--- config.mk ---
export PLATFORM = sky130hd
export DESIGN_NAME = etpu_wb_host
export DESIGN_NICKNAME = d
export VERILOG_FILES = /design/src/rtl/etpu_wb_host.sv
export SDC_FILE = /design/constraint.sdc
export NUM_CORES = 1
export LEC_CHECK = 0
export CAP_MARGIN = 20
export CELL_PAD_IN_SITES_DETAIL_PLACEMENT = 0
export CELL_PAD_IN_SITES_GLOBAL_PLACEMENT = 2
export CORE_ASPECT_RATIO = 1.4
export CORE_UTILIZATION = 27
export CTS_BUF_LIST = sky130_fd_sc_hd__clkbuf_16
export DETAILED_ROUTE_END_ITERATION = 8
export GPL_TIMING_DRIVEN = 0
export PLACE_DENSITY_LB_ADDON = 0.05
export SLEW_MARGIN = 25
export SYNTH_ARGS = -nofsm -noshare
export SYNTH_HDL_FRONTEND = slang
export SYNTH_SLANG_ARGS = --single-unit
--- constraint.sdc ---
create_clock -name clk -period 4.07 [get_ports clk]
set_input_delay 0.6105 -clock clk [delete_from_list [all_inputs] [get_ports clk]]
set_output_delay 0.6105 -clock clk [all_outputs]
set_load 0.02 [all_outputs]
--- src/rtl/etpu_wb_host.sv ---
// Wishbone classic initiator that runs one edu_tpu job from a job-word stream:
// weight writes, input writes, a compute wait, then result reads to a sink.
module etpu_wb_host #(
    parameter logic [31:0] BASE_ADDRESS = 32'h3000_0000,
    parameter int unsigned N_WEIGHT     = 4,
    parameter int unsigned N_INPUT      = 11,
    parameter int unsigned N_RESULT     = 5,
    parameter int unsigned RUN_GAP      = 40,
    parameter int unsigned TIMEOUT      = 255
) (
    input  logic        clk,
    input  logic        rst,
    input  logic        start,
    output logic        busy,
    output logic        done,
    output logic        err,
    input  logic        s_valid,
    output logic        s_ready,
    input  logic [31:0] s_data,
    output logic        r_valid,
    input  logic        r_ready,
    output logic [31:0] r_data,
    output logic        wbm_cyc_o,
    output logic        wbm_stb_o,
    output logic        wbm_we_o,
    output logic [3:0]  wbm_sel_o,
    output logic [31:0] wbm_adr_o,
    output logic [31:0] wbm_dat_o,
    input  logic [31:0] wbm_dat_i,
    input  logic        wbm_ack_i
);
    typedef enum logic [3:0] {
        S_IDLE, S_FETCH, S_WR, S_GAP, S_WAIT, S_RD, S_PUSH, S_DONE, S_ERR
    } state_t;

    typedef enum logic [1:0] {PH_WEIGHT, PH_INPUT, PH_READ} phase_t;

    localparam logic [3:0] LAST_W   = 4'(N_WEIGHT - 1);
    localparam logic [3:0] LAST_I   = 4'(N_INPUT - 1);
    localparam logic [3:0] LAST_R   = 4'(N_RESULT - 1);
    localparam logic [7:0] TMO_LAST = 8'(TIMEOUT - 1);
    localparam logic [7:0] RUN_LAST = 8'(RUN_GAP - 1);

    state_t      state_q, state_d;
    phase_t      phase_q, phase_d;
    logic [3:0]  cnt_q, cnt_d;
    logic [7:0]  tmo_q, tmo_d;
    logic [31:0] wdat_q, wdat_d;
    logic [31:0] rdat_q, rdat_d;
    logic        err_q, err_d;

    always_ff @(posedge clk or posedge rst) begin
        if (rst) begin
            state_q <= S_IDLE;
            phase_q <= PH_WEIGHT;
            cnt_q   <= '0;
            tmo_q   <= '0;
            wdat_q  <= '0;
            rdat_q  <= '0;
            err_q   <= 1'b0;
        end else begin
            state_q <= state_d;
            phase_q <= phase_d;
            cnt_q   <= cnt_d;
            tmo_q   <= tmo_d;
            wdat_q  <= wdat_d;
            rdat_q  <= rdat_d;
            err_q   <= err_d;
        end
    end

    // tmo_q doubles as the WAIT-phase cycle counter; it idles at zero elsewhere.
    always_comb begin
        state_d = state_q;
        phase_d = phase_q;
        cnt_d   = cnt_q;
        tmo_d   = '0;
        wdat_d  = wdat_q;
        rdat_d  = rdat_q;
        err_d   = err_q;
        unique case (state_q)
            S_IDLE: begin
                if (start) begin
                    state_d = S_FETCH;
                    phase_d = PH_WEIGHT;
                    cnt_d   = '0;
                    err_d   = 1'b0;
                end
            end
            S_FETCH: begin
                if (s_valid) begin
                    wdat_d  = s_data;
                    state_d = S_WR;
                end
            end
            S_WR, S_RD: begin
                if (wbm_ack_i) begin
                    state_d = (state_q == S_WR) ? S_GAP : S_PUSH;
                    if (state_q == S_RD) begin
                        rdat_d = (cnt_q == LAST_R) ? {16'h0, wbm_dat_i[15:0]}
                                                   : wbm_dat_i;
                    end
                end else if (tmo_q == TMO_LAST) begin
                    state_d = S_ERR;
                    err_d   = 1'b1;
                end else begin
                    tmo_d = tmo_q + 8'd1;
                end
            end
            S_GAP: begin
                cnt_d   = cnt_q + 4'd1;
                state_d = S_FETCH;
                case (phase_q)
                    PH_WEIGHT: begin
                        if (cnt_q == LAST_W) begin
                            phase_d = PH_INPUT;
                            cnt_d   = '0;
                        end
                    end
                    PH_INPUT: begin
                        if (cnt_q == LAST_I) begin
                            phase_d = PH_READ;
                            cnt_d   = '0;
                            state_d = S_WAIT;
                        end
                    end
                    default: state_d = (cnt_q == LAST_R) ? S_DONE : S_RD;
                endcase
            end
            S_WAIT: begin
                if (tmo_q == RUN_LAST) state_d = S_RD;
                else tmo_d = tmo_q + 8'd1;
            end
            S_PUSH: begin
                if (r_ready) state_d = S_GAP;
            end
            S_DONE:  state_d = S_IDLE;
            S_ERR:   state_d = S_IDLE;
            default: state_d = S_IDLE;
        endcase
    end

    always_comb begin
        wbm_cyc_o = 1'b0;
        wbm_stb_o = 1'b0;
        wbm_we_o  = 1'b0;
        s_ready   = 1'b0;
        r_valid   = 1'b0;
        busy      = 1'b0;
        done      = 1'b0;
        unique case (state_q)
            S_FETCH: begin
                s_ready = 1'b1;
                busy    = 1'b1;
            end
            S_WR: begin
                wbm_cyc_o = 1'b1;
                wbm_stb_o = 1'b1;
                wbm_we_o  = 1'b1;
                busy      = 1'b1;
            end
            S_RD: begin
                wbm_cyc_o = 1'b1;
                wbm_stb_o = 1'b1;
                busy      = 1'b1;
            end
            S_PUSH: begin
                r_valid = 1'b1;
                busy    = 1'b1;
            end
            S_GAP, S_WAIT: busy = 1'b1;
            S_DONE:        done = 1'b1;
            default: ;
        endcase
    end

    assign wbm_sel_o = 4'hF;
    assign wbm_adr_o = BASE_ADDRESS;
    assign wbm_dat_o = wdat_q;
    assign r_data    = rdat_q;
    assign err       = err_q;

endmodule

After elaboration in Yosys (flattened, before gate mapping). Index checks and enable logic that the tools add are counted.

Logic and storage cells: 80. Flip-flop bits (word level): 83.

Reduce and logical (&&, ||, !) cells: 12. Equal/unequal tests: 23. Add/subtract/negate cells: 2. Muxes and demuxes: 36.

Operators by type and width (number): 2-to-1 mux 4 bit (9); 2-to-1 mux 32 bit (1); 2-to-1 mux 8 bit (3); case mux 4 bit (6 select lines) (1); == test 4 x 3 -> 1 bit, second input constant (5); case mux 4 bit (2 select lines) (2); case mux 8 bit (2 select lines) (1); == test 4 x 2 -> 1 bit, second input constant (3); != test 2 bit, second input constant (5); AND reduction 5 bit (2); 2-to-1 mux 1 bit (9); adder 8 x 1 -> 8 bit, second input constant (1); == test 8 x 6 -> 1 bit, second input constant (1); == test 8 bit, second input constant (1); 2-to-1 mux 2 bit (4); case mux 2 bit (2 select lines) (2); 2-to-1 mux 3 bit (2); != test 3 bit, second input constant (2); case mux 3 bit (2 select lines) (1); OR reduction 6 bit (1); adder 4 x 1 -> 4 bit, second input constant (1); == test 4 x 1 -> 1 bit, second input constant (1); == test 4 bit, second input constant (1); logical NOT 4 bit (1); 11 further kinds (13).

Depth between registers and ports, before layout. Gate-level depths: netlist of the first run.

Depth in word-level cells: 4. Mapped depth: 7. Depth with buffers taken out: 6.

Worst setup path before layout of the first run. Ideal clock, no wire load.

Path type: reg-to-output. From: reg state_q[3]. To: out wbm_stb_o. Cell stages (with the launch flop): 5. Slack: 1.923 ns. Arrival time: 1.537 ns. Cells stage by stage: dfrtp_1 -> buf_2 -> nor4b_2 -> or2_1 -> buf_4.

Cells in the longest elaborated chain, start to end: 3. Elaborated cells on any way between the ends: 4.

Ends and longest elaborated chain: start, declared (line 44) `state_t state_q, state_d;`; start signal, assigned (line 62) `state_q <= state_d;`; == test 4 x 2 -> 1 bit or == test 4 x 3 -> 1 bit (tied branches); OR reduction 2 bit (no line) (*); 2-to-1 mux 1 bit (*); end, declared (line 24) `output logic wbm_stb_o,`.

Mark *: on every way between the ends. The rest lies on a longest branch, timed or not.

Final worst setup path of the first run.
From: reg state_q[3]. To: out wbm_stb_o.

Cells in the longest elaborated chain, start to end: 3. Elaborated cells on any way between the ends: 4.

Ends and longest elaborated chain: == test 4 x 2 -> 1 bit or == test 4 x 3 -> 1 bit (tied branches) (line 151) `unique case (state_q)`; OR reduction 2 bit (no line) (*); 2-to-1 mux 1 bit (*) (line 151).

Marks and branches as above.

==> results of run 1 <==
kinds of logic (layout without fill, tap and decap cells):
group | count (synthesis) | count (layout) | synth area share
AND/OR/NAND/NOR | 88 | 88 | 0.127
other | 2 | 36 | 0.00192
XOR/XNOR | 8 | 8 | 0.0179
multiplexers | 49 | 49 | 0.140
AO/OA/AOI/OAI | 43 | 43 | 0.0686
buffers and inverters | 58 | 216 | 0.0989
flip-flops | 83 | 83 | 0.530
adder cells (fa/ha/maj) | 5 | 5 | 0.0160
path summary, 6_finish.rpt:
path | to | slack (ns) | cells past startpoint
setup / recovery | wbm_stb_o | 1.28 | 5
hold / removal | r_data[24]$_DFFE_PP0P_ | 0.48 | 2
setup reg to reg | wbm_dat_o[27]$_DFFE_PP0P_ | 2.27 | 5
hold reg to reg | r_data[24]$_DFFE_PP0P_ | 0.48 | 2
max in group asynchronous | tmo_q[5]$_DFF_PP0_ | 2.89 | 3
min in group asynchronous | wbm_dat_o[27]$_DFFE_PP0P_ | 0.61 | 2
layout by cell type (no fill, tap or decap), types with 4 or more instances in the layout:
master           count
clkbuf_16            9
xor2_1               6
mux2_2              46
nor2_1              11
inv_1                9
clkdlybuf4s50_1    141
ha_1                 5
conb_1              36
o21ai_0             26
nor3_1               4
nand3_1              7
buf_2                7
dfrtp_1             83
buf_4               37
nand2_1             41
power groups by stage:
stage	Clock [W]	Combinational [W]	Sequential (W)
floorplan	0	0.000749	0.00173
global placement	0	0.00201	0.00136
detailed placement	0	0.00203	0.00138
CTS	0.000904	0.00203	0.00137
global route	0.000939	0.00215	0.00142
finish	0.000878	0.00200	0.00136
layout make-up:
type | count | area [um^2]
well taps | 185 | 231
plain buffers | 50 | 358
clock buffers | 9 | 225
inverters | 8 | 35.0
fillers | 1381 | 8000
repair buffers | 142 | 1440
flip-flops and latches | 83 | 2080
multi-input cells | 229 | 1580
clock inverters | 7 | 93.8
tightest hold or removal path, stage by stage (launching register included):
cell,delay (ns)
dfrtp_1,0.34
nand2_1,0.04
o21ai_0,0.06
sequential cells by signal (all words and copies together), names as in the netlist:
register and cells:
r_data 32, state_q 4, cnt_q 4, tmo_q 8, phase_q 2, err 1
wbm_dat_o 32
metal layers:
| layer | wire, um | vias up | part of all wire | track usage |
|---|---|---|---|---|
| li1 | - | 1454 | - | - |
| met1 | 4130 | 1407 | 0.41 | 0.162 |
| met2 | 5400 | 95 | 0.53 | 0.244 |
| met3 | 515 | 9 | 0.051 | 0.0342 |
| met4 | 152 | 0 | 0.015 | 0.0466 |
| met5 | 0 | - | 0 | 0 |
through the flow:
stage / TNS (ns) / std cells / power (W) / cell area (um^2) / util
2_1_floorplan: 0 / 370 / 0.00247 / 4050 / -
3_3_place_gp: -23.18 / 696 / 0.00338 / 5690 / 0.405
3_5_place_dp: 0 / 697 / 0.00341 / 5720 / 0.408
4_1_cts: 0 / 713 / 0.00430 / 6040 / 0.430
5_1_grt: 0 / 713 / 0.00450 / 6040 / 0.430
6_report: 0 / 713 / 0.00424 / 6040 / 0.430
==> run_results.csv, run 1 <==
group,metric,value,unit
status,outcome,"complete, no violations",
synthesis,synth_top_area_cell,"dfrtp_1",
power_and_ir_drop,power_frac_comb,0.472,
synthesis,synth_common_cells,"83 x dfrtp_1, 46 x mux2_2, 41 x nand2_1",
setup_path,worstSetupPathType,"flip-flop to output port",
setup_path,start_kind,"flip-flop",
clock_tree,cts_hold_buf,0,
die,ioPinCount,178,
worst_hold_path,min_from,"r_data[24]$_DFFE_PP0P_",
sta,rsz0062_at_grt,"false",
power_and_ir_drop,switchingPower,0.00152,W
grt,grt_start_max_net_pins,60,
synthesis,ys_seq_area_frac,0.530,
sta,slew_violations,0,
setup_path,slowest_stage,"clkdlybuf4s50_1",
final_layout,syn_to_final_growth,54.1,%
clock_tree,cts_tree,"done",
clock_tree,clk_pin_slew,0.07,ns
synthesis,ys_async_sr_fraction,1.00,
sta,min_period_over_period,0.684,
clock_tree,cts_resized,0,
setup_path,cp-startpoint,"state_q[3]$_DFFE_PP0P_",
synthesis,synth_edf_count,0,
synthesis,synth_area_leaders,"dfrtp_1 53%, mux2_2 13%, buf_4 7.1%, nand2_1 3.9%, o21ai_0 3.3%",
routing,ant_nets,0,
setup_path,slowest_delay,0.59,ns
grt,gr-usage-all-layers,0.138,
synthesis,yosysTopAreaCellShare,0.530,
clock_tree,cts_buffers,9,
job,cap_violations,0,
power_and_ir_drop,power_density,702,mW/mm^2
synthesis,ys_types,52,
die,die_width,104,um
grt,grt_pass1_vias,2946,
synthesis,synth.cell_area,0.00392,mm^2
sta,period_needed,2.79,ns
power_and_ir_drop,power_frac_clock,0.207,
final_layout,nets,598,
die,die_area,0.0150,mm^2
final_layout,drive_gt1_frac,0.239,
clock_tree,clockBufferDepth,2,
routing,first_iter_violations,69,
placed_design,dp_slack,1.63,ns
sta,skew,0.00985,ns
die,num_rows,51,
clock_tree,cts.htree.levels,3,
placed_design,globalplace.congestion,0.724,
setup_path,required,3.46,ns
power_and_ir_drop,seqPwrFrac,0.321,
clock_tree,cts_setup_buffers,0,
power_and_ir_drop,swShare,0.358,
power_and_ir_drop,p_int,0.00272,W
setup_path,critPathTopFamily,"buffers and inverters",
sta,finalSetupViolCount,0,
synthesis,ys.flop_type,"dfrtp_1",
power_and_ir_drop,ir_worst_vdd,0.000239,V
routing,num_vias,2965,
setup_path,critPathCaptureType,"output port",
routing,routedWlPerCell,14.3,um
clock_tree,root_buffer,"clkbuf_16",
clock_tree,clkLatencyLatePin,0.33,ns
grt,antenna_found_initial,0,
routing,first_pass_iters,4,
sta,finalHoldViolations,0,
setup_path,cp_cell_sequence,"buf_2 -> nor4b_2 -> or2_1 -> buf_4 -> clkdlybuf4s50_1",
synthesis,yosysMostFrequentCell,"dfrtp_1",
power_and_ir_drop,total_leakage_power,2.75,nW
synthesis,ys_ff_latch,83,
grt,grt_pass1_wl,16000,um
placed_design,dp_hpwl,7710,um
sta,holdWs,0.483,ns
sta,fmax,359,MHz
clock_tree,cts_sinks,83,
die,die_y,145,um
final_layout,diodes,0,
setup_path,r2r_start,"state_q[1]$_DFFE_PP0P_",
die,core,0.0140,mm^2
synthesis,ys_warn_count,0,
worst_hold_path,hold_path_class,"flip-flop to flip-flop",
routing,post-route-drc-count,0,
die,start_util,0.279,
routing,drt-total-wl,10200,um
synthesis,synth_cells,336,
sta,layout_setup_ws,1.28,ns
setup_path,cp.arrival,2.18,ns
setup_path,crit_buf_inv,3,
synthesis,syn_area_per_cell,11.7,um^2
setup_path,crit_fanout,9,
routing,viasPerCell,4.16,
grt,grt_overflow,0,
placed_design,io_buffers,141,
No activity file was read; power rests on OpenSTA's default activity.
==> run 2: changes to the inputs <==
Settings changed: CORE_UTILIZATION 27 to 25.
Clock period 4.07 ns to 2.7 ns, I/O delays scaled along.
==> run 2 against run 1 <==
Count of clock-buffer cells in the layout stayed put. Cell count up 0.84%. Register-to-register slack got worse by 1.4 ns. Die area up 7.9%. Clock skew is 0.0015 ns lower. Flip-flop and latch count unchanged. Global-route usage is 0.56 points lower. Sequential share of layout area rose by 0.11 points.
==> run_results.csv, run 2 (synthesized netlist as in run 1, its figures left out) <==
group,metric,value,unit
final_layout,drive_gt1_frac,0.239,
die,ioPinCount,178,
final_layout,layout_commonest_cell,"clkdlybuf4s50_1",
power_and_ir_drop,seqPwrFrac,0.325,
setup_path,start_kind,"flip-flop",
sta,slew_violations,0,
power_and_ir_drop,switchingPower,0.00229,W
sta,min_period_over_period,0.945,
sta,period_needed,2.55,ns
final_layout,diodes,0,
clock_tree,clockBufferDepth,2,
setup_path,slowest_stage,"clkdlybuf4s50_1",
setup_path,worstSetupPathType,"flip-flop to output port",
job,cap_violations,0,
final_layout,fin_area,0.00602,mm^2
routing,first_iter_violations,82,
power_and_ir_drop,swShare,0.364,
status,outcome,"complete, no violations",
power_and_ir_drop,power_density,1050,mW/mm^2
power_and_ir_drop,ir_worst_vdd,0.000359,V
grt,grt_overflow,0,
sta,finalHoldViolations,0,
power_and_ir_drop,total_leakage_power,2.74,nW
final_layout,syn_to_final_growth,53.6,%
setup_path,cp.arrival,2.15,ns
routing,viasPerCell,4.17,
sta,fmax,392,MHz
placed_design,globalplace.congestion,0.709,
die,num_rows,53,
clock_tree,root_buffer,"clkbuf_16",
die,core,0.0152,mm^2
clock_tree,cts_setup_buffers,0,
setup_path,critPathCaptureType,"output port",
setup_path,crit_buf_inv,3,
clock_tree,cts_tree,"done",
clock_tree,cts_resized,0,
clock_tree,cts.htree.levels,3,
sta,skew,0.00830,ns
clock_tree,clkLatencyLatePin,0.34,ns
setup_path,required,2.30,ns
sta,rsz0062_at_grt,"false",
final_layout,nets,598,
grt,grt_pass1_wl,16000,um
clock_tree,clk_pin_slew,0.07,ns
setup_path,cp_cell_sequence,"buf_2 -> nor4b_2 -> or2_1 -> buf_4 -> clkdlybuf4s50_1",
power_and_ir_drop,power_frac_comb,0.479,
final_layout,final_cell_mix,"141 x clkdlybuf4s50_1, 83 x dfrtp_1, 46 x mux2_2",
setup_path,crit_fanout,9,
clock_tree,cts_buffers,9,
placed_design,dp_hpwl,7930,um
grt,gr-usage-all-layers,0.132,
routing,ant_nets,0,
placed_design,placed_area,0.00573,mm^2
die,die_y,150,um
grt,antenna_found_initial,0,
worst_hold_path,hold_path_class,"input pin to async pin",
grt,grt_start_max_net_pins,66,
clock_tree,cts_hold_buf,0,
routing,post-route-drc-count,0,
sta,setup_tns,0,ns
power_and_ir_drop,p_int,0.00400,W
routing,first_pass_iters,4,
die,die_area,0.0162,mm^2
clock_tree,cts_sinks,83,
routing,routedWlPerCell,14.4,um
die,start_util,0.258,
power_and_ir_drop,power_frac_clock,0.195,
grt,grt_pass1_vias,2933,
die,die_width,108,um
routing,drt-total-wl,10400,um
setup_path,critPathTopFamily,"buffers and inverters",
placed_design,io_buffers,141,
sta,finalSetupViolCount,0,
setup_path,slowest_delay,0.59,ns
routing,num_vias,2998,
==> run 2: layout make-up <==
class | instances | area [um^2]
inverter | 8 | 35.0
buffer | 50 | 358
tap | 192 | 240
clock inverter | 6 | 65.1
fill | 1532 | 9160
timing repair buffer | 142 | 1440
sequential | 83 | 2080
multi-input combinational | 229 | 1580
clock buffer | 9 | 225
==> run 2: per-layer routing <==
metal / GRT usage / part of all wire
met1: 0.152 / 0.39
met2: 0.231 / 0.54
met3: 0.0294 / 0.059
met4: 0.0596 / 0.015
met5: 0 / 0
==> run 2: worst paths after layout <==
kind                                                  end                    from  depth (start not counted)  slack, ns
worst max-delay path                            wbm_stb_o  state_q[3]$_DFFE_PP0P_                          5       0.15
worst min-delay path            wbm_dat_o[10]$_DFFE_PP0P_                     rst                          2       0.37
worst max register to register  wbm_dat_o[20]$_DFFE_PP0P_  state_q[1]$_DFFE_PP0P_                          5       0.92
worst min register to register     r_data[21]$_DFFE_PP0P_  r_data[21]$_DFFE_PP0P_                          2       0.48
max in group asynchronous          r_data[20]$_DFFE_PP0P_                     rst                          3       1.74
min in group clk                   r_data[21]$_DFFE_PP0P_  r_data[21]$_DFFE_PP0P_                          2       0.48
==> run 2: power by group through the flow <==
| stage | Clock, W | Sequential, W | Combinational (W) |
|---|---|---|---|
| floorplan | 0 | 0.00260 | 0.00113 |
| global placement | 0 | 0.00206 | 0.00304 |
| detailed placement | 0 | 0.00208 | 0.00307 |
| CTS | 0.00127 | 0.00206 | 0.00307 |
| global route | 0.00132 | 0.00214 | 0.00324 |
| finish | 0.00123 | 0.00205 | 0.00302 |
==> run 2: through the flow <==
step           std cells  utilization  power (W)  hold slack, ns  setup WS [ns]
4_1_cts              719        0.397    0.00640           0.366         0.0935
3_3_place_gp         703        0.375    0.00510           0.464          -1.48
2_1_floorplan        370            -    0.00373           0.486          0.158
5_1_grt              719        0.397    0.00670           0.376        0.00759
6_report             719        0.397    0.00629           0.365          0.148
3_5_place_dp         704        0.378    0.00515           0.475          0.480
